`src/rtl/cprv_fetch_unit.sv`:
```
// Instruction fetch stage: owns the PC, issues word reads to a 1-cycle-latency memory,
// selects the 32-bit half by pc[2] and buffers {inst, pc} in a small FIFO for decode.
module cprv_fetch_unit #(
    parameter int unsigned     ADDR_WIDTH = 7,
    parameter int unsigned     XLEN       = 64,
    parameter logic [XLEN-1:0] RESET_PC   = '0,
    parameter int unsigned     DEPTH      = 2
) (
    input  logic                  clk,
    input  logic                  rst_n,
    input  logic                  redirect_i,
    input  logic [XLEN-1:0]       redirect_pc_i,
    output logic                  mem_valid_o,
    input  logic                  mem_ready_i,
    output logic [ADDR_WIDTH-1:0] mem_addr_o,
    input  logic                  mem_valid_i,
    output logic                  mem_ready_o,
    input  logic [63:0]           mem_rdata_i,
    output logic                  inst_valid_o,
    input  logic                  inst_ready_i,
    output logic [31:0]           inst_o,
    output logic [XLEN-1:0]       inst_pc_o
);

    localparam int unsigned       PTR_W    = $clog2(DEPTH);
    localparam int unsigned       CNT_W    = $clog2(DEPTH + 1);
    localparam logic [CNT_W:0]    DEPTH_C  = (CNT_W + 1)'(DEPTH);
    localparam logic [PTR_W-1:0]  LAST_PTR = PTR_W'(DEPTH - 1);

    logic [XLEN-1:0]  r_pc;
    logic             r_inflight;
    logic [XLEN-1:0]  r_inflight_pc;
    logic             r_inflight_kill;
    logic [CNT_W-1:0] r_count;
    logic [PTR_W-1:0] r_wr_ptr;
    logic [PTR_W-1:0] r_rd_ptr;
    logic [31:0]      r_inst_mem [DEPTH];
    logic [XLEN-1:0]  r_pc_mem   [DEPTH];

    logic             w_pop;
    logic             w_live;
    logic [CNT_W:0]   w_credit;
    logic             w_accept;
    logic             w_resp;
    logic             w_push;
    logic [31:0]      w_sel_inst;

    logic [XLEN-1:0]  w_pc_next;
    logic             w_inflight_next;
    logic [XLEN-1:0]  w_inflight_pc_next;
    logic             w_kill_next;
    logic [CNT_W-1:0] w_count_next;
    logic [PTR_W-1:0] w_wr_ptr_next;
    logic [PTR_W-1:0] w_rd_ptr_next;

    assign inst_valid_o = (r_count != '0);
    assign inst_o       = r_inst_mem[r_rd_ptr];
    assign inst_pc_o    = r_pc_mem[r_rd_ptr];
    assign w_pop        = inst_valid_o & inst_ready_i;
    assign w_live       = r_inflight & ~r_inflight_kill;

    // Credits: entries held + live response, counting a same-cycle pop as already free.
    assign w_credit = {1'b0, r_count} - {{CNT_W{1'b0}}, w_pop} + {{CNT_W{1'b0}}, w_live};

    assign mem_valid_o = ~redirect_i & (w_credit < DEPTH_C);
    assign mem_addr_o  = r_pc[ADDR_WIDTH+2:3];
    assign mem_ready_o = 1'b1;
    assign w_accept    = mem_valid_o & mem_ready_i;
    assign w_resp      = mem_valid_i & r_inflight;
    assign w_push      = w_resp & ~r_inflight_kill & ~redirect_i;
    assign w_sel_inst  = r_inflight_pc[2] ? mem_rdata_i[63:32] : mem_rdata_i[31:0];

    always_comb begin
        w_pc_next          = r_pc;
        w_inflight_next    = r_inflight;
        w_inflight_pc_next = r_inflight_pc;
        w_kill_next        = r_inflight_kill;
        w_count_next       = r_count + CNT_W'(w_push) - CNT_W'(w_pop);
        w_wr_ptr_next      = r_wr_ptr;
        w_rd_ptr_next      = r_rd_ptr;

        if (w_accept) begin
            w_pc_next          = r_pc + XLEN'(4);
            w_inflight_next    = 1'b1;
            w_inflight_pc_next = r_pc;
            w_kill_next        = 1'b0;
        end else if (w_resp) begin
            w_inflight_next = 1'b0;
        end

        if (w_push) begin
            w_wr_ptr_next = (r_wr_ptr == LAST_PTR) ? '0 : r_wr_ptr + PTR_W'(1);
        end
        if (w_pop) begin
            w_rd_ptr_next = (r_rd_ptr == LAST_PTR) ? '0 : r_rd_ptr + PTR_W'(1);
        end

        if (redirect_i) begin
            w_pc_next     = redirect_pc_i & ~XLEN'(3);
            w_count_next  = '0;
            w_wr_ptr_next = '0;
            w_rd_ptr_next = '0;
            if (r_inflight) begin
                w_kill_next = 1'b1;
            end
        end
    end

    always_ff @(posedge clk or negedge rst_n) begin
        if (!rst_n) begin
            r_pc            <= RESET_PC;
            r_inflight      <= 1'b0;
            r_inflight_pc   <= '0;
            r_inflight_kill <= 1'b0;
            r_count         <= '0;
            r_wr_ptr        <= '0;
            r_rd_ptr        <= '0;
        end else begin
            r_pc            <= w_pc_next;
            r_inflight      <= w_inflight_next;
            r_inflight_pc   <= w_inflight_pc_next;
            r_inflight_kill <= w_kill_next;
            r_count         <= w_count_next;
            r_wr_ptr        <= w_wr_ptr_next;
            r_rd_ptr        <= w_rd_ptr_next;
        end
    end

    // Storage is reset so the head reads as zero out of reset.
    always_ff @(posedge clk or negedge rst_n) begin
        if (!rst_n) begin
            for (int i = 0; i < int'(DEPTH); i++) begin
                r_inst_mem[i] <= '0;
                r_pc_mem[i]   <= '0;
            end
        end else if (w_push) begin
            r_inst_mem[r_wr_ptr] <= w_sel_inst;
            r_pc_mem[r_wr_ptr]   <= r_inflight_pc;
        end
    end

endmodule

```
`config.mk`:
```
export PLATFORM = sky130hd
export DESIGN_NAME = cprv_fetch_unit
export DESIGN_NICKNAME = d
export VERILOG_FILES = /design/src/rtl/cprv_fetch_unit.sv
export SDC_FILE = /design/constraint.sdc
export NUM_CORES = 1
export LEC_CHECK = 0
export BUFFER_PORTS_ARGS = -buffer_cell sky130_fd_sc_hd__buf_4
export CORE_MARGIN = 1.5
export CORE_UTILIZATION = 45
export CTS_CLUSTER_SIZE = 30
export DETAILED_ROUTE_END_ITERATION = 10
export GPL_TIMING_DRIVEN = 1
export HOLD_SLACK_MARGIN = 0.03
export PLACE_DENSITY_LB_ADDON = 0.15
export SYNTH_ARGS = -nofsm -noshare
export SYNTH_HDL_FRONTEND = slang
export SYNTH_SLANG_ARGS = --single-unit
```
`constraint.sdc`:
```
create_clock -name clk -period 3.1 [get_ports clk]
set_clock_uncertainty 0.15 [all_clocks]
set_input_delay 0.62 -clock clk [delete_from_list [all_inputs] [get_ports clk]]
set_output_delay 0.62 -clock clk [all_outputs]
set_load 0.01 [all_outputs]
```
==> implementation parameters <==
Parameter                              Value

Pwr
  Maximum vdd drop ... 0.0005118 V
  Total power of the final layout ... 0.01808 W
  Sequential power share ... 37.7%
  Switching portion of total power ... 33.65%
  Part of the power in combinational logic ... 38.5%
  Power density normalized to cell area ... 942.7 mW/mm^2
  Internal Pwr Total ... 0.01200 W
  Net switching power ... 0.006084 W
  Share of power burned in the clock network ... 23.8%
  Pleak ... 8.977 nW

Synthesis
  Netlist area before placement ... 0.01508 mm^2
  Xor/xnor share of the synthesized area ... 1.336%
  Flop and latch count out of synthesis ... 318
  Part of the Yosys area used for sequential elements ... 52.78%
  Ranking of synthesized cells by area ... sky130_fd_sc_hd__dfrtp_1 53%, sky130_fd_sc_hd__mux2_2 17%, sky130_fd_sc_hd__nand2_1 7.0%, sky130_fd_sc_hd__o21ai_0 2.4%, sky130_fd_sc_hd__mux2i_1 2.3%
  Multiplexer share of the synthesized area ... 18.83%
  Basic-gate share of the synthesized area counting and, or, nand and nor cells ... 16.39%
  Synth unique cells ... 57
  Post-Synthesis Cells ... 1417
  Most instantiated flip-flop cell in the synthesis netlist ... sky130_fd_sc_hd__dfrtp_1
  Complex-gate fraction of the synthesized area ... 7.352%
  Largest family of logic cells by synthesized area ... multiplexers
  Warnings from Yosys ... 0
  Number of enable flip-flop cells after synthesis ... 0
  Avg Cell Area, Syn ... 10.64 um^2
  Share of the synthesized area in the top cell type ... 52.78%
  Cell type with the highest aggregate area in the netlist ... sky130_fd_sc_hd__dfrtp_1
  Area share of fa/ha/maj cells after synthesis ... 0.3817%
  Proportion of register bits with asynchronous set or reset after synthesis ... 100.0%

STA
  Period minus WS final ... 3171 ps
  Worst-Margin Slew ... 825.1 ps
  RSZ-0062 raised after global routing ... yes
  Worst Hold Margin ... 160.5 ps
  Final-report hold violation count ... 0
  Slew HR ... 44.99%
  Number of setup violations in the final report ... 1
  Max-slew violation count ... 0
  Highest Clock Rate ... 0.3154 GHz
  Final worst path period share ... 102.3%
  Worst setup slack after layout ... -70.90 ps

Worst setup path
  Critical path class ... flip-flop to output port
  Worst path most repeated cell ... sky130_fd_sc_hd__buf_6
  WP data arrival ... 2400 ps
  Endpoint class of the critical path ... output port
  Highest-delay cell along the critical path ... sky130_fd_sc_hd__dfrtp_1
  Series of cell instances along the critical path ... nor2b_4 > xor2_1 > nand2_1 > fa_2 > buf_6 > xnor2_2 > buf_4 > nand2_4 > nor2_4 > buf_6
  Critical Path Fanout Max ... 2
  CP startpoint kind ... flip-flop
  Largest incremental delay on the critical path ... 400 ps
  Category of cells accounting for the largest share of critical-path delay ... simple AND/OR/NAND/NOR gates
  CP Data Required Time ... 2330 ps
  Critical path buffer and inverter count ... 3

Die
  Area of the die ... 0.03461 mm^2
  Die extent in x ... 186.1 um
  Placement Rows ... 66
  Vertical die dimension ... 186.1 um
  Core Region ... 0.03278 mm^2
  Starting density of the core ... 45.99%
  I/O pin total ... 240

Clock tree
  CTS tree ... yes
  Worst-skew pair later-pin latency ... 520 ps
  Root Driver ... sky130_fd_sc_hd__clkbuf_16
  Deepest clock path buffer count ... 3
  Clock edge transition at the registers on the reported setup and hold paths ... 60 ps
  CTS HTree Levels ... 2
  Clock sink count ... 318
  CTS buffer count ... 37

Route
  Average vias per placed instance ... 5.440
  Number of vias in the routed layout ... 11756
  Drt drc ... 0
  Sum of routed wire length over all layers ... 39.86 mm
  Violation count after the first detailed-routing iteration ... 687
  DR pass1 iterations ... 5
  Antenna-violating nets left ... 0
  Routed length per placed instance ... 18.44 um

Placed design
  Dpl hpwl ... 27.88 mm
  Placer Congestion ... 0.9145
  Number of instances in the placed design ... 2086
  Worst slack at placement ... -94.81 ps
  Port bufs ... 234

Final layout
  Count of non-filler cells in the finished layout ... 2161
  Post-synthesis to final-layout area growth ... 27.20%
  Share of post-route cells with drive strength above 1 ... 36.71%
  Net count reported at finish ... 1828
  Antenna cell count ... 0

Run status
  Run status ... finished, violations left
  Failing checks ... setup timing

Hold path
  Hold/Removal Path Class ... input pin to flip-flop

GRT
  Total overflow reported by the global router ... 0
  Total global routing track utilization ... 23.34%
  Global-route wire length before repair ... 63.29 mm
  Number of global-route vias before repair ... 11716
  Number of antenna violations at the first check in global routing ... 1
  Largest net degree at the start of global routing ... 98

Run
  Max_cap viols ... 0
[routing by layer]
layer	wire, um	vias to the layer above	GRT usage [%]
met3	2660	53	4.207
met1	17870	5744	32.28
met2	18550	417	37.84
met4	765	2	6.129
li1	-	5540	-
met5	12	-	0
[final cells by class]
cell class,count,area (um^2)
clock inverters,8,76.32
repair buffers,324,2600
flip-flops and latches,318,7963
multi-input cells,995,6790
inverters,14,52.55
clock buffers,60,1145
well taps,442,553.0
fillers,2848,13600
[tightest hold or removal path, delay by kind of cell]
kind                   cells  cell delay (ps)
buffers and inverters      1               80
AO/OA/AOI/OAI              1               50
AND/OR/NAND/NOR            1               40
[cell families (layout without fill, tap and decap cells)]
group	count (synthesis)	in the layout
flip-flops	318	318
XOR/XNOR	23	23
multiplexers	256	256
buffers and inverters	105	406
other	2	3
AND/OR/NAND/NOR	528	528
adder cells (fa/ha/maj)	4	4
AO/OA/AOI/OAI	181	181
[power by group through the flow]
stage | registers, W | logic, W | clock network, W
detailed placement | 0.00688 | 0.00683 | 0
finish | 0.00682 | 0.00696 | 0.00430
global route | 0.00705 | 0.00763 | 0.00458
CTS | 0.00682 | 0.00702 | 0.00439
floorplan | 0.00647 | 0.00408 | 0
global placement | 0.00677 | 0.00673 | 0
[synthesized netlist by cell type, types with 18 or more instances]
| master | n |
|---|---|
| sky130_fd_sc_hd__o21ai_0 | 72 |
| sky130_fd_sc_hd__mux2_2 | 221 |
| sky130_fd_sc_hd__nor2_1 | 72 |
| sky130_fd_sc_hd__clkbuf_1 | 67 |
| sky130_fd_sc_hd__nor4_1 | 18 |
| sky130_fd_sc_hd__a21oi_1 | 43 |
| sky130_fd_sc_hd__nand2_1 | 283 |
| sky130_fd_sc_hd__nand3_1 | 44 |
| sky130_fd_sc_hd__nand4_1 | 28 |
| sky130_fd_sc_hd__dfrtp_1 | 318 |
| sky130_fd_sc_hd__nor3_1 | 19 |
| sky130_fd_sc_hd__mux2i_1 | 35 |
[registers in the layout, indices dropped and copies added, names as in the netlist]
signal and flops:
r_inst_mem 64, r_pc_mem 124, r_inflight_kill 1, r_pc 62, r_rd_ptr 1, r_wr_ptr 1, r_count 2, r_inflight_pc 62
r_inflight 1
[worst paths after layout]
kind / slack [ps] / start / end / cells after the start
worst min register to register: 330 / r_inst_mem[10] / r_inst_mem[10] / 2
worst max-delay path: -70 / r_inflight_kill / mem_valid_o / 10
min in group asynchronous: 600 / rst_n / r_inst_mem[32] / 2
worst max register to register: 0 / r_inflight_kill / r_pc[28] / 9
worst min-delay path: 160 / redirect_pc_i[27] / r_pc[27] / 3
max in group asynchronous: 1440 / rst_n / r_inst_mem[1] / 3
[placed cells by master, fill, tap and decap left out, types with 13 or more instances in the layout]
cell type / netlist / final
sky130_fd_sc_hd__mux2i_1: 35 / 35
sky130_fd_sc_hd__dfrtp_1: 318 / 316
sky130_fd_sc_hd__nand2_1: 283 / 281
sky130_fd_sc_hd__a21oi_1: 43 / 43
sky130_fd_sc_hd__clkbuf_16: 0 / 39
sky130_fd_sc_hd__mux2_2: 221 / 221
sky130_fd_sc_hd__o211ai_1: 16 / 16
sky130_fd_sc_hd__o311ai_0: 16 / 16
sky130_fd_sc_hd__o21ai_0: 72 / 70
sky130_fd_sc_hd__nor3_1: 19 / 16
sky130_fd_sc_hd__nor4_1: 18 / 17
sky130_fd_sc_hd__inv_1: 13 / 13
sky130_fd_sc_hd__buf_4: 10 / 308
sky130_fd_sc_hd__nand4_1: 28 / 28
sky130_fd_sc_hd__nor2_1: 72 / 69
sky130_fd_sc_hd__nand3_1: 44 / 43
sky130_fd_sc_hd__or3_1: 13 / 13
[stage by stage]
step | cell area, um^2 | util (%) | TNS [ps]
finish | 19180 | 58.50 | -70.90
global route | 19180 | 58.50 | -594.7
CTS | 19110 | 58.30 | -104.0
detailed placement | 17820 | 54.35 | -354.3
global placement | 17820 | 54.35 | -341.9
floorplan | 15090 | - | 0
[repair_timing]
item	4_1_cts	5_1_grt
resized for setup	11	10
endpoints found under the setup margin	2	24
buffers inserted	4	3
pin swaps	4	5
hold buffers	1	0
hold endpoints to repair	3	0
(Power assumes the default switching activity.)
